<file path="src/rtl/alu_uart_if.sv">
// Byte-stream front end for the combinational ALU: assembles A, B and op from UART bytes,
// then returns the result LSB first. Optional inter-byte timeout: define ALU_UART_IF_TIMEOUT_EN.
//
// state   | meaning
// RX_A    | collecting operand A bytes (idle when cnt == 0)
// RX_B    | collecting operand B bytes
// RX_OP   | waiting for the operation byte
// EXEC    | capture ALU result (inputs registered one cycle earlier)
// TX_SEND | present result byte cnt and pulse o_tx_start
// TX_WAIT | wait for the transmitter to finish the byte
module alu_uart_if #(
    parameter int NB_REG         = 32,
    parameter int NB_OP          = 6,
    parameter int NB_BYTE        = 8,
    parameter int TIMEOUT_CYCLES = 1000000
) (
    input  logic               i_clk,
    input  logic               i_rst_n,
    input  logic [NB_BYTE-1:0] i_rx_data,
    input  logic               i_rx_valid,
    output logic [NB_BYTE-1:0] o_tx_data,
    output logic               o_tx_start,
    input  logic               i_tx_done,
    output logic [NB_REG-1:0]  o_alu_a,
    output logic [NB_REG-1:0]  o_alu_b,
    output logic [NB_OP-1:0]   o_alu_op,
    input  logic [NB_REG-1:0]  i_alu_result,
    output logic               o_busy
);

    localparam int NB_BYTES = NB_REG / NB_BYTE;
    localparam int CW       = $clog2(NB_BYTES) + 1;
    localparam logic [CW-1:0] LAST = CW'(NB_BYTES - 1);

    if (TIMEOUT_CYCLES < 2 || (NB_REG % NB_BYTE) != 0 || NB_OP > NB_BYTE) begin : g_param_check
        $error("alu_uart_if: illegal parameter combination");
    end

    typedef enum logic [2:0] {RX_A, RX_B, RX_OP, EXEC, TX_SEND, TX_WAIT} state_t;

    state_t             state;
    logic [CW-1:0]      cnt;
    logic [NB_REG-1:0]  result;
    logic               idle_hit;

    assign o_busy = !(state == RX_A && cnt == '0);

`ifdef ALU_UART_IF_TIMEOUT_EN
    localparam int TW = $clog2(TIMEOUT_CYCLES);
    localparam logic [TW-1:0] IDLE_LOAD = TW'(TIMEOUT_CYCLES - 1);

    logic [TW-1:0] idle_tmr;
    logic          idle_active;

    assign idle_active = (state == RX_A && cnt != '0) || state == RX_B || state == RX_OP;
    assign idle_hit    = idle_active && !i_rx_valid && idle_tmr == '0;

    // Down-counter reloads on every byte and whenever the FSM leaves the receive phase.
    always_ff @(posedge i_clk or negedge i_rst_n) begin
        if (!i_rst_n) begin
            idle_tmr <= IDLE_LOAD;
        end else if (!idle_active || i_rx_valid || idle_hit) begin
            idle_tmr <= IDLE_LOAD;
        end else begin
            idle_tmr <= idle_tmr - 1'b1;
        end
    end
`else
    assign idle_hit = 1'b0;
`endif

    always_ff @(posedge i_clk or negedge i_rst_n) begin
        if (!i_rst_n) begin
            state      <= RX_A;
            cnt        <= '0;
            o_alu_a    <= '0;
            o_alu_b    <= '0;
            o_alu_op   <= '0;
            o_tx_data  <= '0;
            o_tx_start <= 1'b0;
            result     <= '0;
        end else begin
            o_tx_start <= 1'b0;
            case (state)
                RX_A: if (i_rx_valid) begin
                    for (int i = 0; i < NB_BYTES; i++)
                        if (cnt == CW'(i)) o_alu_a[i*NB_BYTE +: NB_BYTE] <= i_rx_data;
                    if (cnt == LAST) begin
                        state <= RX_B;
                        cnt   <= '0;
                    end else begin
                        cnt <= cnt + 1'b1;
                    end
                end
                RX_B: if (i_rx_valid) begin
                    for (int i = 0; i < NB_BYTES; i++)
                        if (cnt == CW'(i)) o_alu_b[i*NB_BYTE +: NB_BYTE] <= i_rx_data;
                    if (cnt == LAST) begin
                        state <= RX_OP;
                        cnt   <= '0;
                    end else begin
                        cnt <= cnt + 1'b1;
                    end
                end
                RX_OP: if (i_rx_valid) begin
                    o_alu_op <= i_rx_data[NB_OP-1:0];
                    state    <= EXEC;
                    cnt      <= '0;
                end
                EXEC: begin
                    result <= i_alu_result;
                    state  <= TX_SEND;
                    cnt    <= '0;
                end
                // cnt carries the byte index across the TX_SEND/TX_WAIT loop
                TX_SEND: begin
                    for (int i = 0; i < NB_BYTES; i++)
                        if (cnt == CW'(i)) o_tx_data <= result[i*NB_BYTE +: NB_BYTE];
                    o_tx_start <= 1'b1;
                    state      <= TX_WAIT;
                end
                TX_WAIT: if (i_tx_done) begin
                    if (cnt == LAST) begin
                        state <= RX_A;
                        cnt   <= '0;
                    end else begin
                        state <= TX_SEND;
                        cnt   <= cnt + 1'b1;
                    end
                end
                default: begin
                    state <= RX_A;
                    cnt   <= '0;
                end
            endcase
            if (idle_hit) begin
                state <= RX_A;
                cnt   <= '0;
            end
        end
    end

endmodule

</file>
<file path="config.mk">
export PLATFORM = sky130hd
export DESIGN_NAME = alu_uart_if
export DESIGN_NICKNAME = d
export VERILOG_FILES = /design/src/rtl/alu_uart_if.sv
export SDC_FILE = /design/constraint.sdc
export NUM_CORES = 1
export LEC_CHECK = 0
export BUFFER_PORTS_ARGS = -buffer_cell sky130_fd_sc_hd__buf_4
export CORE_UTILIZATION = 53
export CTS_BUF_LIST = sky130_fd_sc_hd__clkbuf_16
export CTS_CLUSTER_DIAMETER = 30
export DETAILED_ROUTE_END_ITERATION = 16
export GPL_TIMING_DRIVEN = 0
export PLACE_DENSITY = 0.8
export SLEW_MARGIN = 10
export SYNTH_ARGS = -nofsm -noshare
export SYNTH_HDL_FRONTEND = slang
export SYNTH_SLANG_ARGS = --single-unit
</file>
<file path="constraint.sdc">
create_clock -name i_clk -period 2.2 [get_ports i_clk]
set_input_delay 0.33 -clock i_clk [delete_from_list [all_inputs] [get_ports i_clk]]
set_output_delay 0.33 -clock i_clk [all_outputs]
set_load 0.005 [all_outputs]
</file>
* Word level (Yosys, flattened, before mapping)
Cells that the tools add are included.
** Word-level totals
- Bits in registers :: 117
- Input bits :: 44
- Output and inout bits :: 80
- Word-level logic and storage cells :: 67
** Cells by class
- Add/sub/neg operators :: 1
- Eq/ne operators :: 15
- Muxes and demuxes :: 18
- Bitwise logic cells :: 1
- Reduce and logical (&&, ||, !) cells :: 18
** Operator list (number)
- $mux W3 :: 11
- $mux W8 :: 4
- $reduce_and A3 Y1 :: 8
- $pmux W3 S6 :: 1
- $eq A3 B2 Y1 const B :: 4
- $pmux W3 S4 :: 1
- $ne A2 B2 Y1 const B :: 5
- $eq A3 B1 Y1 const B :: 2
- $eq A3 B3 Y1 const B :: 2
- $logic_not A3 Y1 :: 2
- $reduce_and A6 Y1 :: 1
- $ne A2 B1 Y1 const B :: 2
- $reduce_and A2 Y1 :: 2
- $reduce_and A4 Y1 :: 1
- $reduce_bool A4 Y1 :: 1
- $add A3 B1 Y3 const B :: 1
- $reduce_or A2 Y1 :: 1
- $logic_and A1 B1 Y1 :: 1
- $logic_not A1 Y1 :: 1
- $mux W1 :: 1
- $not A1 Y1 :: 1

* Logic depth before layout (Yosys ltp)
Gate-level depths: netlist (run 1).
- Depth in word-level cells :: 5
- Depth in mapped cells :: 7
- Depth with buffers taken out :: 5

* Worst setup path before layout (run 1)
No wires, ideal clock.
- Path type :: flip-flop to flip-flop
- From :: register cnt[0]
- To :: register o_tx_data[7]
- Setup time :: 0.135 ns
- Data arrival time :: 1.478 ns
- Required time :: 2.065 ns
- Path slack :: 0.586 ns
- Stages on the path, launching flop included :: 8
- Buffers on the path :: 2
- Period minus slack after synthesis :: 1.614 ns
- Cell sequence :: dfrtp_1 inv_1 ha_1 buf_2 clkbuf_1 nor2_1 a221oi_1 o22ai_1
** On the way
- Word-level cells in the longest chain between the ends :: 4
- Elaborated cells on any way between the ends :: 9
- Classes of those cells :: 3 x eq/ne; 3 x mux; 3 x reduce/logical
** Ends and longest elaborated chain
- from (decl) :: line 42 : logic [CW-1:0] cnt;
- from (signal assigned) :: line 92 : cnt <= cnt + 1'b1;
- from (signal assigned) :: line 102 : cnt <= cnt + 1'b1;
- from (signal assigned) :: line 128 : cnt <= cnt + 1'b1;
- $eq A3 B1 Y1 :: line 118 : if (cnt == CW'(i)) o_tx_data <= result[i*NB_BYTE +: NB_BYTE];
- $mux W8 (3 in series) :: line 118
- to (signal assigned) :: line 118
- to (decl) :: line 21 : output logic [NB_BYTE-1:0] o_tx_data,
Parallel ways exist; a longest one is shown, timed or not.
A chain may end at the register's enable or synchronous reset.

* Worst setup path after layout (run 1)
Ends and elaborated chain as after synthesis.

==> results of run 1 <==
final cells by class:
class	instances	area (um2)	area share, %
Buffer	18	104	1.56
Clock inverter	15	161	2.43
Clock buffer	17	425	6.41
Sequential cell	117	2930	44.1
Timing Repair Buffer	124	957	14.4
Multi-Input combinational cell	203	1920	28.8
Inverter	4	15.0	0.226
Tap cell	108	135	2.03
per-layer routing:
layer / GRT usage, % / vias to the layer above / wire (um)
met1: 32.2 / 1749 / 4910
met3: 8.09 / 14 / 640
met5: 0 / - / 0
li1: - / 1524 / -
met4: 8.61 / 0 / 144
met2: 43.3 / 114 / 6110
cells by family after synthesis:
| family | count (synthesis) | synth area share (%) |
|---|---|---|
| DFF | 117 | 59.0 |
| adders and majority gates | 4 | 1.01 |
| buffers and inverters | 22 | 2.40 |
| AOI/OAI and AO/OA | 35 | 4.74 |
| and+or+nand+nor | 53 | 7.87 |
| muxes | 111 | 25.0 |
per-stage QoR:
stage	hold WS (ns)	instances
floorplan	0.0344	342
global placement	0.473	572
detailed placement	0.257	573
CTS	0.126	606
global route	0.128	606
finish	0.140	606
cells in the mapped netlist (2+ instances only):
cell	count
a31oi_1	8
inv_1	4
a21oi_1	8
dfrtp_1	117
ha_1	4
mux2i_1	8
a21o_1	9
nor2_1	3
nand3b_1	7
a221oi_1	2
nand2b_1	8
o21ai_0	2
nand2_2	3
mux2_2	97
nand3_2	3
buf_2	10
mux2_1	6
nand2_1	8
buf_4	2
nor2b_1	7
buf_6	2
clkbuf_1	2
critical path, stage by stage, from the launching register on:
cell and delay [ns]:
dfrtp_1 0.41, inv_1 0.11, ha_1 0.19, buf_2 0.24, clkbuf_1 0.39, nor2_1 0.08
a221oi_1 0.30, o22ai_1 0.12
worst max-delay path by stage:
| stage | start | end | slack, ns |
|---|---|---|---|
| 2_1_floorplan | cnt[0] | o_tx_data[7] | 0.59 |
| 3_3_place_gp | cnt[0] | o_tx_data[7] | 0.33 |
| 3_5_place_dp | cnt[0] | o_tx_data[7] | 0.24 |
| 4_1_cts | cnt[0] | o_busy | 0.23 |
| 5_1_grt | cnt[0] | o_tx_data[7] | 0.11 |
| 6_report | cnt[0] | o_tx_data[7] | 0.23 |
state kept, by name, summed over array words and instances (netlist names):
register / cells
cnt: 3
o_alu_a: 32
o_alu_b: 32
o_alu_op: 6
o_tx_data: 8
o_tx_start: 1
result: 32
state: 3
what timing repair did:
action,CTS,global route
hold buffers,1,0
hold endpoints to repair,35,0
setup buffers,0,0
where the power goes:
group / internal (mW) / switching, mW
logic: 2.27 / 1.57
registers: 3.23 / 0.599
clock network: 1.60 / 1.09
==> impl_metrics.json, run 1 <==
{
  "period_share_pct": 89.4,
  "dp_hpwl_mm": 8.01,
  "worst_pin_slew_ns": 0.638,
  "cts.repair.resized": 0,
  "clkTransAtPathRegs_ns": 0.06,
  "mostFrequentLayoutCells": "buf_4, dfrtp_1, mux2_2",
  "worstSetupPathType": "flip-flop to flip-flop",
  "r2r-start": "cnt[0]",
  "status": "finished clean",
  "setup_tns_ns": 0,
  "antenna_found_initial": 0,
  "place.gp.congestion": 0.782,
  "cts_tree": "done",
  "cts_made_buffers": 17,
  "r2r_end": "o_tx_data[7]",
  "grt_usage_pct": 25.9,
  "slew_headroom_pct": 57.4,
  "grt_max_degree": 83,
  "period_needed_ns": 1.97,
  "final_net_count": 533,
  "final_common_cell": "buf_4",
  "ys_seq_area_share_pct": 59.0,
  "hp-start": "i_alu_result[5]",
  "fin_util_pct": 74.7,
  "worst_hold_path.num_cells": 2,
  "die_y_um": 98.8,
  "grt_pass1_wl_mm": 18.9,
  "clk_latency_ns": 0.41,
  "async_reset_ff_share_pct": 100,
  "cp-end-kind": "flip-flop",
  "reg2reg_depth": 7,
  "rsz0062_at_grt": "false",
  "area_growth_pct": 33.8,
  "n_fill_cell": 587,
  "rows": 34,
  "whs_endpoint": "result[5]",
  "cp.arrival_ns": 2.24,
  "viasPerCell": 5.61,
  "clockBufferDepth": 2,
  "power_density_mw_per_mm2": 1560,
  "port_buffers": 122,
  "hold_viol_final": 0,
  "synthDistinctLibCells": 44,
  "n_antenna_cell": 0,
  "layout-drive-gt1-share_pct": 56.4,
  "grt_pass1_vias": 3653,
  "irDropWorstVdd_uv": 803,
  "syn_nets": 390,
  "synth_edf_count": 0,
  "yosysWarnings": 0,
  "setup_ws_ns": 0.233,
  "ys_ff_latch": 117,
  "yosys.area.top_type_share_pct": 59.0,
  "synthTopCellsByArea": "dfrtp_1, mux2_2, mux2i_1",
  "r2r_slack_ns": 0.23,
  "htreeDepth": 4,
  "overflow": 0,
  "ant_nets": 0,
  "hp-class": "primary input to flip-flop",
  "final_area_mm2": 0.00664,
  "wirelength_mm": 11.8,
  "synthCells": 342,
  "fmax_ghz": 0.508,
  "vias": 3401,
  "drt_iter0_markers": 122,
  "root_buffer": "clkbuf_16",
  "dieArea_mm2": 0.00975,
  "fp.dieW_um": 98.8,
  "final-setup-viol-count": 0,
  "clkSinkCount": 117,
  "post-place-ws_ns": 0.236,
  "wl_per_cell_um": 19.5,
  "io_pins": 124,
  "power.total_mw": 10.4,
  "drcViolationCount": 0,
  "maxCapViolCount": 0,
  "yosysTopAreaCell": "dfrtp_1",
  "netlist_area_mm2": 0.00496,
  "slew_viol_final": 0,
  "syn_area_per_cell_um2": 14.5,
  "critPathLaunchType": "flip-flop",
  "crit_fanout": 10,
  "cellLeakagePower_nw": 3.12,
  "synth_flop_cell": "dfrtp_1",
  "core_area_mm2": 0.00889,
  "crit_required_ns": 2.48,
  "dpl_cell_area_mm2": 0.00604,
  "initial_core_util_pct": 55.8,
  "dr.pass1.iters": 4,
  "fin_skew_ns": 0.0116
}
(Power assumes the default switching activity.)
==> run 2: changes to the inputs <==
PLACE_DENSITY = 0.84   (was 0.8)
==> impl_metrics.json, run 2 (same netlist as run 1, synthesis figures left out) <==
{
  "power_density_mw_per_mm2": 1580,
  "intPower_mw": 7.37,
  "critPathLaunchType": "flip-flop",
  "clk_latency_ns": 0.40,
  "dieArea_mm2": 0.00975,
  "p_sw_share_pct": 29.6,
  "hold_viol_final": 0,
  "wl_per_cell_um": 18.8,
  "slew_viol_final": 0,
  "area_growth_pct": 33.6,
  "grt_usage_pct": 24.7,
  "fin_skew_ns": 0.00757,
  "combinationalPowerShare_pct": 36.2,
  "cp.arrival_ns": 2.22,
  "grt_max_degree": 118,
  "cp-end-kind": "flip-flop",
  "crit_required_ns": 2.46,
  "rsz0062_at_grt": "false",
  "cellLeakagePower_nw": 3.11,
  "setup_ws_ns": 0.242,
  "power_frac_clock_pct": 27.0,
  "core_area_mm2": 0.00889,
  "antenna_found_initial": 0,
  "period_needed_ns": 1.96,
  "dpl_cell_area_mm2": 0.00602,
  "grt_pass1_wl_mm": 18.1,
  "fmax_ghz": 0.511,
  "cts_setup_buffers": 0,
  "cts_tree": "done",
  "fp.dieW_um": 98.8,
  "clockBufferDepth": 2,
  "final_common_cell": "buf_4",
  "vias": 3357,
  "worst_pin_slew_ns": 1.03,
  "hp-class": "primary input to async pin",
  "drcViolationCount": 0,
  "cts_hold_buf": 0,
  "cts.repair.resized": 0,
  "dp_hpwl_mm": 7.63,
  "port_buffers": 122,
  "worstSetupPathType": "flip-flop to flip-flop",
  "root_buffer": "clkbuf_16",
  "mostFrequentLayoutCells": "buf_4, dfrtp_1, mux2_2",
  "die_y_um": 98.8,
  "rows": 34,
  "setup_tns_ns": 0,
  "ant_nets": 0,
  "io_pins": 124,
  "crit_fanout": 10,
  "post-place-ws_ns": 0.288,
  "cts_made_buffers": 17,
  "drt_iter0_markers": 167,
  "dr.pass1.iters": 6,
  "clkTransAtPathRegs_ns": 0.05,
  "status": "finished clean",
  "final-setup-viol-count": 0,
  "clkSinkCount": 117,
  "seqPwrFrac_pct": 36.8,
  "slew_headroom_pct": 31.5,
  "grt_pass1_vias": 3407,
  "final_area_mm2": 0.00663,
  "period_share_pct": 89.0,
  "final_net_count": 531,
  "n_antenna_cell": 0,
  "htreeDepth": 4,
  "initial_core_util_pct": 55.8,
  "irDropWorstVdd_uv": 788,
  "wirelength_mm": 11.4,
  "viasPerCell": 5.57,
  "maxCapViolCount": 0,
  "overflow": 0,
  "power_switching_mw": 3.10,
  "place.gp.congestion": 0.764,
  "layout-drive-gt1-share_pct": 56.2,
  "top_regs": "o_alu_a (32), o_alu_b (32), result (32)",
  "whs_ns": 0.0658
}
run 2: changes by cell type in the layout (fill, tap and decap cells not counted), sizes merged:
cell,before,now
dlygate4sd3,1,0
clkinv,3,6
clkinvlp,3,4
buf,138,137
bufinv,1,4
inv,12,4
run 2: critical path, stage by stage, from the launching register on:
cell and delay [ns]:
dfrtp_1 0.41, inv_1 0.11, ha_1 0.16, buf_2 0.22
clkbuf_1 0.40, nor2_1 0.08, a221oi_1 0.31, o22ai_1 0.13
run 2: path summary, 6_finish.rpt:
check | cells past startpoint | endpoint | slack, ns | start
setup / recovery | 7 | o_tx_data[7] | 0.24 | cnt[0]
max in group asynchronous | 1 | result[29] | 1.43 | i_rst_n
hold reg to reg | 1 | o_alu_a[19] | 0.49 | o_alu_a[19]
hold / removal | 1 | result[20] | 0.07 | i_rst_n
min in group i_clk | 2 | result[5] | 0.15 | i_alu_result[5]
setup reg to reg | 7 | o_tx_data[7] | 0.24 | cnt[0]
run 2: power by group through the flow:
stage	Combinational [mW]	Clock, mW	Sequential [mW]
after detailed placement	3.78	0	3.85
after global routing	4.07	2.96	3.96
final	3.78	2.83	3.85
after CTS	3.81	2.85	3.84
after global placement	3.66	0	3.78
after floorplan	2.02	0	3.78
run 2: area by class of cell:
class | instances | area (um2)
fill | 590 | 2260
inverter | 4 | 15.0
clock buffer | 17 | 425
buffer | 18 | 104
multi-input combinational | 203 | 1920
tap | 108 | 135
clock inverter | 14 | 186
sequential | 117 | 2930
timing repair buffer | 122 | 920
run 2: stage by stage:
step | std cells | utilization (%) | total power, mW
floorplan | 342 | - | 5.81
global placement | 572 | 67.6 | 7.44
detailed placement | 572 | 67.7 | 7.63
CTS | 603 | 74.6 | 10.5
global route | 603 | 74.6 | 11.0
finish | 603 | 74.6 | 10.5
run 2: metal layers:
metal	share of wire, %	track usage, %
met5	0	0
met4	2.0	10.6
met3	3.3	4.89
met2	51	40.4
met1	43	32.4
